## src/rtl/bcd_calc_ctrl.sv

```systemverilog
// Keypad sequencer for a 2-digit packed-BCD calculator: collects digits into an
// entry register, tracks the pending operator and feeds the external BCD add/sub stage.
module bcd_calc_ctrl #(
    parameter int DIGITS = 2
) (
    input  logic       clk,
    input  logic       nrst,
    input  logic       key_valid,
    input  logic [3:0] key_code,
    output logic       key_ready,
    output logic [7:0] add_a,
    output logic [7:0] add_b,
    output logic       add_sub,
    input  logic [7:0] add_o,
    output logic [7:0] disp,
    output logic [1:0] pend
);

    localparam int W = 4 * DIGITS;
    localparam logic [1:0] MAX_CNT = 2'(DIGITS);

    localparam logic [1:0] OP_NONE = 2'b00;
    localparam logic [1:0] OP_ADD  = 2'b01;
    localparam logic [1:0] OP_SUB  = 2'b10;

    localparam logic [3:0] KEY_PLUS  = 4'd10;
    localparam logic [3:0] KEY_MINUS = 4'd11;
    localparam logic [3:0] KEY_EQ    = 4'd12;
    localparam logic [3:0] KEY_CLR   = 4'd13;

    // Handshake: a key is consumed on a rising edge where key_valid && key_ready.
    // key_ready is high only in IDLE; the source must hold a key across EXEC.
    typedef enum logic [0:0] {
        IDLE = 1'b0,
        EXEC = 1'b1
    } state_t;

    state_t       state_q, state_n;
    logic [W-1:0] acc_q, acc_n;
    logic [W-1:0] entry_q, entry_n;
    logic [1:0]   cnt_q, cnt_n;
    logic [1:0]   pend_n;
    logic [1:0]   next_pend_q, next_pend_n;
    logic [W-1:0] add_a_n, add_b_n;
    logic         add_sub_n;
    logic [W-1:0] disp_n;
    logic [1:0]   key_op;

    assign key_op = (key_code == KEY_PLUS) ? OP_ADD : OP_SUB;

    always_comb begin
        state_n     = state_q;
        acc_n       = acc_q;
        entry_n     = entry_q;
        cnt_n       = cnt_q;
        pend_n      = pend;
        next_pend_n = next_pend_q;
        add_a_n     = add_a;
        add_b_n     = add_b;
        add_sub_n   = add_sub;

        if (state_q == EXEC) begin
            acc_n   = add_o;
            pend_n  = next_pend_q;
            entry_n = '0;
            cnt_n   = 2'd0;
            state_n = IDLE;
        end else if (key_valid) begin
            if (key_code <= 4'd9) begin
                // Entry saturates: extra digits are accepted but dropped.
                if (cnt_q < MAX_CNT) begin
                    entry_n = {entry_q[W-5:0], key_code};
                    cnt_n   = cnt_q + 2'd1;
                end
            end else if (key_code == KEY_PLUS || key_code == KEY_MINUS) begin
                if (pend == OP_NONE) begin
                    if (cnt_q != 2'd0) acc_n = entry_q;
                    pend_n  = key_op;
                    entry_n = '0;
                    cnt_n   = 2'd0;
                end else if (cnt_q == 2'd0) begin
                    pend_n = key_op;
                end else begin
                    add_a_n     = acc_q;
                    add_b_n     = entry_q;
                    add_sub_n   = (pend == OP_SUB);
                    next_pend_n = key_op;
                    entry_n     = '0;
                    cnt_n       = 2'd0;
                    state_n     = EXEC;
                end
            end else if (key_code == KEY_EQ) begin
                if (pend != OP_NONE && cnt_q != 2'd0) begin
                    add_a_n     = acc_q;
                    add_b_n     = entry_q;
                    add_sub_n   = (pend == OP_SUB);
                    next_pend_n = OP_NONE;
                    state_n     = EXEC;
                end else if (pend != OP_NONE) begin
                    pend_n = OP_NONE;
                end else if (cnt_q != 2'd0) begin
                    acc_n = entry_q;
                end
                entry_n = '0;
                cnt_n   = 2'd0;
            end else if (key_code == KEY_CLR) begin
                acc_n       = '0;
                entry_n     = '0;
                cnt_n       = 2'd0;
                pend_n      = OP_NONE;
                next_pend_n = OP_NONE;
                add_a_n     = '0;
                add_b_n     = '0;
                add_sub_n   = 1'b0;
            end
        end

        // Display follows the entry while digits are being typed, else the accumulator.
        disp_n = (cnt_n != 2'd0) ? entry_n : acc_n;
    end

    always_ff @(posedge clk) begin
        if (!nrst) begin
            state_q     <= IDLE;
            acc_q       <= '0;
            entry_q     <= '0;
            cnt_q       <= 2'd0;
            pend        <= OP_NONE;
            next_pend_q <= OP_NONE;
            add_a       <= '0;
            add_b       <= '0;
            add_sub     <= 1'b0;
            disp        <= '0;
            key_ready   <= 1'b1;
        end else begin
            state_q     <= state_n;
            acc_q       <= acc_n;
            entry_q     <= entry_n;
            cnt_q       <= cnt_n;
            pend        <= pend_n;
            next_pend_q <= next_pend_n;
            add_a       <= add_a_n;
            add_b       <= add_b_n;
            add_sub     <= add_sub_n;
            disp        <= disp_n;
            key_ready   <= (state_n == IDLE);
        end
    end

endmodule

```

## config.mk

```make
export PLATFORM = sky130hd
export DESIGN_NAME = bcd_calc_ctrl
export DESIGN_NICKNAME = d
export VERILOG_FILES = /design/src/rtl/bcd_calc_ctrl.sv
export SDC_FILE = /design/constraint.sdc
export NUM_CORES = 1
export LEC_CHECK = 0
export CAP_MARGIN = 20
export CORE_UTILIZATION = 55
export DETAILED_ROUTE_END_ITERATION = 12
export PLACE_DENSITY_LB_ADDON = 0.15
export REMOVE_ABC_BUFFERS = 1
export SYNTH_ARGS = -nofsm -noshare
export SYNTH_HDL_FRONTEND = slang
export SYNTH_SLANG_ARGS = --single-unit
```

## constraint.sdc

```tcl
create_clock -name clk -period 5.8 [get_ports clk]
set_input_delay 1.16 -clock clk [delete_from_list [all_inputs] [get_ports clk]]
set_output_delay 1.16 -clock clk [all_outputs]
set_load 0.1 [all_outputs]
```

## Word level (Yosys, flattened, before mapping)

Cells that the tools add are included.

- Add/subtract/negate cells: 1
- Eq/ne operators: 12
- Reduce and logical (&&, ||, !) cells: 12
- Order comparisons: 2
- Muxes and demuxes: 70
- Bitwise operators: 3

Operator list:

| cell | number |
|---|---|
| $mux 8 | 31 |
| $mux 2 | 25 |
| $eq 4x4->1 const B | 4 |
| $mux 1 | 14 |
| $reduce_bool 2->1 | 4 |
| $reduce_and 7->1 | 1 |
| $ne 2x2->1 const B | 3 |
| $reduce_and 6->1 | 1 |
| $le 4x4->1 const B | 1 |
| $logic_not 2->1 | 2 |
| $ne 4x2->1 const B | 1 |
| $ne 4x3->1 const B | 1 |
| $ne 4x4->1 const B | 1 |
| $reduce_bool 4->1 | 1 |
| $ne 3x2->1 const B | 1 |
| $not 1->1 | 3 |
| $reduce_bool 3->1 | 1 |
| $add 2x1->2 const B | 1 |
| $eq 2x2->1 const B | 1 |
| $lt 2x2->1 const B | 1 |
| $logic_and 1x1->1 | 1 |
| $logic_or 1x1->1 | 1 |

- Input port bits: 15
- Word-level logic and storage cells: 111
- Flip-flop bits (word level): 49

## Logic depth before layout (Yosys ltp)

Gate-level depths: netlist (run 1).

- Word-level depth: 10
- Gate-level depth with buffers: 7
- Gate-level depth less buffers: 7

## Least setup slack after synthesis (run 1)

No wires, ideal clock.

- Kind: in2reg
- Start point: in key_code[0]
- End point: reg add_a[5]
- Library setup time: 115 ps
- Path slack: 3217 ps
- Data required time: 5685 ps
- Arrival: 2469 ps
- Stages on the path: 7
- Path through: buf_2 > nand4bb_1 > nand2_2 > a211o_4 > buf_6 > and2_0 > o21a_1

- Longest elaborated chain between the ends: 4

RTL lines:

| what | RTL line | text |
|---|---|---|
| start, declared | 9 | `input logic [3:0] key_code,` |
| $eq 4x4->1 | 75 | `end else if (key_code == KEY_PLUS \|\| key_code == KEY_MINUS) begin` |
| $logic_or 1x1->1 | 75 |  |
| $ne 3x2->1 (no source line), or another cell as far along | -- |  |
| $reduce_and 7->1 (no source line) | -- |  |
| end signal, assigned | 142 | `add_a <= add_a_n;` |
| end, declared | 11 | `output logic [7:0] add_a,` |

Parallel ways exist; a longest one is shown, timed or not.
A chain may end at the register's enable or synchronous reset.

## Final worst setup path (run 1)

- Start point: in key_code[1]
- End point: reg add_b[3]

- Longest elaborated chain between the ends: 4

RTL lines:

| what | RTL line | text |
|---|---|---|
| $eq 4x4->1 | 75 |  |
| $logic_or 1x1->1 | 75 |  |
| $ne 3x2->1 (no source line), or another cell as far along | -- |  |
| $reduce_and 7->1 (no source line) | -- |  |
| end signal, assigned | 143 | `add_b <= add_b_n;` |
| end, declared | 12 | `output logic [7:0] add_b,` |

Parallel ways exist; a longest one is shown, timed or not.

==> results of run 1 <==
-- kinds of logic (layout without fill, tap and decap cells) --
group | count (synthesis) | count (layout) | share of synthesized area
and+or+nand+nor | 112 | 112 | 0.2392
muxes | 11 | 11 | 0.04888
AOI/OAI and AO/OA | 79 | 79 | 0.2351
DFF | 49 | 49 | 0.4077
buffers and inverters | 25 | 59 | 0.05200
adders and majority gates | 2 | 2 | 0.01040
xor gates and xnor gates | 1 | 1 | 0.006762
-- how the worst max path moves through the flow --
stage / start / to / slack (ns)
6_report: key_code[1] / add_b[3] / 2.47
5_1_grt: key_code[1] / add_b[3] / 2.33
4_1_cts: key_code[1] / add_b[3] / 2.47
3_5_place_dp: key_code[1] / add_b[3] / 2.16
3_3_place_gp: key_code[1] / add_b[3] / 2.22
2_1_floorplan: key_code[2] / add_b[3] / 3.20
-- where the power goes --
part           switching [uW]  total [uW]  internal (uW)
combinational            61.5        93.7           32.2
sequential               5.69         347            341
clock                     118         247            129
-- stage by stage --
step                      utilization  total power [uW]
after floorplan                     -             413.6
after global placement         0.6846             446.5
after detailed placement       0.6846             447.2
after CTS                      0.7122             691.7
after global routing           0.7122             715.9
final                          0.7122             687.7
-- Yosys cell counts (2+ instances only) --
library cell	n	share of area
a222oi_1	2	0.0083
a22o_1	2	0.0073
a311oi_1	4	0.015
a32oi_1	2	0.0073
o21ai_1	7	0.015
mux2i_1	5	0.021
and2_1	8	0.021
a21oi_2	4	0.015
mux2_1	2	0.0094
a211oi_1	4	0.012
nor2_1	37	0.058
and3b_1	2	0.0073
nand3_1	2	0.0042
o21a_1	15	0.047
nor2b_1	2	0.0052
nand2_1	29	0.045
inv_1	7	0.011
a21oi_1	15	0.031
ha_1	2	0.010
o21ai_0	9	0.019
buf_2	7	0.015
buf_6	2	0.0094
clkbuf_1	5	0.0078
mux2_2	4	0.019
or2_1	3	0.0078
and2_0	13	0.034
buf_4	2	0.0062
dfxtp_1	49	0.41
a22oi_1	2	0.0062
-- sequential cells by signal, summed over array words and instances (netlist names) --
register,cells
disp,8
add_sub,1
state_q,1
pend,2
add_a,8
cnt_q,2
add_b,8
entry_q,8
acc_q,8
key_ready,1
next_pend_q,2
-- layout make-up --
cell class	count	area [sq um]	share of cell area
clock buffers	5	68.82	0.02365
clock inverters	3	43.79	0.01505
inverters	9	33.78	0.01161
multi-input cells	205	1300	0.4467
flip-flops and latches	49	980.9	0.3371
well taps	50	62.56	0.02150
repair buffers	42	420.4	0.1445
-- worst max-delay path, cell delays in order --
cell and delay, ns:
clkdlybuf4s50_1 0.77, nand4bb_1 0.29, nand2_2 0.25, a211o_4 0.55
mux2_1 0.35, and2_1 0.15
-- layout by cell type, fill, tap and decap left out, drive strengths merged, types with 3 or more instances in the layout --
master         count
and2              21
a211oi             5
clkdlybuf4s50     42
dfxtp             49
mux2i              5
o21ai             16
a21oi             19
nor2              38
inv                9
nand2             30
mux2               6
clkbuf             5
a311oi             4
or2                3
o21a              15
-- metal layers --
layer / up-vias / part of all wire / wire, microns
met5: - / 0 / 0
met4: 0 / 0.025 / 139
met3: 16 / 0.066 / 376
met2: 83 / 0.45 / 2547
met1: 985 / 0.46 / 2596
li1: 1043 / - / -
==> impl_metrics.yaml, run 1 <==
min_path:
  min_from: "cnt_q[0]"
  hold_depth: 2
  whs_endpoint: "cnt_q[0]"
  min_path_type: "register to register"
clocking:
  clk_pin_slew_ns: 0.09
  clk_latency_ns: 0.30
  post-cts-setup-buffers: 0
  root_buffer: "clkbuf_8"
  cts_made_buffers: 5
  htreeDepth: 2
  clock_sinks: 49
  cts-hold-fix-buffers: 0
  cts_buffer_depth: 2
  ctsResizeCount: 0
  tritoncts: "yes"
pwr:
  ir_worst_vdd_mv: 0.1569
  leakagePower_uw: 0.001047
  powerDensity_nw_per_um2: 236.3
placed_design:
  placed_cells: 355
  place_congestion: 0.9143
  dpl_cell_area_sq_um: 2798
  dp_slack_ns: 2.162
  hpwl_mm: 4.005
  portBuffers: 42
global_route:
  use_met2: 0.4118
  busiest_layer: "met2"
  grt_pass1_vias: 1971
  antenna_found_initial: 0
  grt_max_degree: 33
  gr-usage-met3: 0.06333
  grtUsageTotal: 0.2752
  grtUsageMet1: 0.3735
  grt_pass1_wl_mm: 9.328
  overflow: 0
floorplan:
  rows: 23
  core_sq_um: 4086
  start_util: 0.5888
  die_w_microns: 68.14
  design.die.area_sq_um: 4643
  die_height_microns: 68.14
  ioPinCount: 43
setup_path:
  r2r_slack_ns: 3.33
  critPathKind: "input port to register"
  r2r_end: "disp[1]"
  r2r-start: "state_q"
  worstPathRequired_ns: 6.00
  cp.arrival_ns: 3.53
  cp_max_fo: 32
  critPathLaunchType: "input port"
  end_kind: "register"
  r2r_cells: 5
routing:
  routed_wl_mm: 5.661
  dr.pass1.iters: 4
  via_count: 2127
  drtIter0Drc: 188
  wire_per_inst_microns: 15.60
  drc: 0
  routed_via_density: 5.860
  drtAntennaViolNets: 0
layout:
  stdcell_area_sq_um: 2910
  drive_gt1_frac: 0.08307
  fillCellCount: 363
  fin_nets: 329
  antenna_cells: 0
  synthToLayoutAreaGrowth_pct: 20.96
  instances_no_fill: 363
sta:
  setup_slack_ns: 2.469
  fmax_ghz: 0.3002
  max_slew_margin: 0.3425
  finalSetupViolCount: 0
  period_needed_ns: 3.331
  rsz0062_at_grt: "false"
  setup_tns_ns: 0
  worst_slew_pin_slew_ns: 0.9832
  final-hold-violation-count: 0
  maxSlewViolCount: 0
  clock_skew_ns: 0.005402
  fin_crit_sh: 0.5743
  hold_ws_ns: 0.5117
logic_synthesis:
  ys_seq_area_frac: 0.4077
  ys.flop_type: "dfxtp_1"
  syn-mean-instance-area_sq_um: 8.624
  yosys_warnings: 0
  ys_types: 61
  synth_edf_count: 0
  syn_area_sq_um: 2406
  synthCells: 279
  ys_ff_latch: 49
  ys_async_sr_fraction: 0
run_status:
  outcome: "completed"
run:
  cap_viol_max_count: 0
No activity file was read; power rests on OpenSTA's default activity.
==> inputs of run 2 (changes only) <==
CORE_UTILIZATION = 47   (was 55)
clock period = 2.7 ns   (was 5.8 ns; I/O delays follow)
==> impl_metrics.yaml, run 2 (synthesized netlist as in run 1, its figures left out) <==
run_status:
  outcome: "completed"
floorplan:
  rows: 25
  core_sq_um: 4817
  design.die.area_sq_um: 5410
  die_w_microns: 73.55
  ioPinCount: 43
  die_height_microns: 73.55
  start_util: 0.4995
min_path:
  min_from: "cnt_q[0]"
  hold_depth: 2
  whs_endpoint: "cnt_q[0]"
  min_path_type: "register to register"
setup_path:
  r2r-start: "cnt_q[1]"
  cp_max_fo: 30
  critPathKind: "input port to register"
  r2r_end: "disp[0]"
  critPathLaunchType: "input port"
  r2r_slack_ns: 0.48
  end_kind: "register"
  cp.arrival_ns: 2.52
  worstPathRequired_ns: 2.92
  r2r_cells: 7
sta:
  setup_tns_ns: 0
  maxSlewViolCount: 0
  max_slew_margin: 0.5758
  worst_slew_pin_slew_ns: 0.6263
  finalSetupViolCount: 0
  final-hold-violation-count: 0
  period_needed_ns: 2.302
  fmax_ghz: 0.4345
  rsz0062_at_grt: "false"
  fin_crit_sh: 0.8525
  clock_skew_ns: 0.01019
routing:
  drc: 0
  routed_via_density: 5.430
  drtIter0Drc: 125
  routed_wl_mm: 5.946
  dr.pass1.iters: 4
  via_count: 2134
  wire_per_inst_microns: 15.13
  drtAntennaViolNets: 0
pwr:
  leakagePower_uw: 0.001163
  ir_worst_vdd_mv: 0.3937
  powerDensity_nw_per_um2: 507.2
clocking:
  ctsResizeCount: 0
  htreeDepth: 2
  clk_pin_slew_ns: 0.10
  clock_sinks: 49
  clk_latency_ns: 0.31
  post-cts-setup-buffers: 0
  cts_buffer_depth: 2
  tritoncts: "yes"
  root_buffer: "clkbuf_8"
  cts_made_buffers: 5
  cts-hold-fix-buffers: 0
layout:
  synthToLayoutAreaGrowth_pct: 22.98
  fin_nets: 342
  most-common-layout-cells: "dfxtp_1, buf_4, nor2_1"
  antenna_cells: 0
  stdcell_area_sq_um: 2959
  drive_gt1_frac: 0.2055
  final_common_cell: "dfxtp_1"
global_route:
  grt_pass1_vias: 1919
  antenna_found_initial: 0
  grt_pass1_wl_mm: 9.701
  grt_max_degree: 31
  overflow: 0
  grtUsageTotal: 0.2406
placed_design:
  portBuffers: 42
  hpwl_mm: 4.340
  place_congestion: 0.9104
  dpl_cell_area_sq_um: 2846
run:
  cap_viol_max_count: 0
==> run 2: cell types whose count changed in the layout (fill, tap and decap cells not counted) <==
cell,before,now
buf_4,0,41
clkdlybuf4s50_1,42,14
==> run 2: critical path: stages <==
cell and delay, ns:
clkdlybuf4s50_1 0.73, nand3b_1 0.20, nand2_2 0.07, a211o_4 0.47, mux2_1 0.34, and2_1 0.15
==> run 2: power by group <==
group          switching (uW)  total, uW  internal (uW)
clock                     261        539            278
combinational             137        216           78.8
sequential               12.6        746            733
total                     411       1500           1090
==> run 2: layer usage <==
metal	global-route usage	vias up	wire, microns	part of all wire
li1	-	1078	-	-
met1	0.3466	979	2988	0.50
met2	0.3456	65	2526	0.42
met3	0.05075	12	289	0.049
met4	0.1004	0	142	0.024
met5	0	-	0	0
==> run 2: worst max-delay path by stage <==
stage / endpoint / start / slack [ns] / depth (start not counted)
global route: disp[4] / key_code[2] / 0.27 / 6
detailed placement: add_b[3] / key_code[2] / 0.06 / 6
CTS: add_b[3] / key_code[2] / 0.40 / 6
floorplan: add_b[3] / pend[1] / 0.30 / 4
global placement: add_b[3] / key_code[2] / 0.10 / 6
finish: add_b[3] / key_code[2] / 0.40 / 6
==> run 2: layout make-up <==
class	count	area, sq um
Clock buffer	5	68.82
Timing Repair Buffer	55	447.9
Multi-Input combinational cell	205	1300
Sequential cell	49	980.9
Clock inverter	3	43.79
Inverter	9	33.78
Fill cell	462	1858
Tap cell	67	83.83
==> run 2: stage by stage <==
stage	util	setup slack, ns	hold WS (ns)	cells	total power [uW]
after global routing	0.6143	0.2651	0.5636	393	1557
after floorplan	-	0.3014	0.4647	263	888.4
after CTS	0.6143	0.4033	0.5181	393	1507
after detailed placement	0.5909	0.06217	0.4976	385	976.1
final	0.6143	0.3983	0.5075	393	1501
after global placement	0.5909	0.1028	0.4792	385	975.2
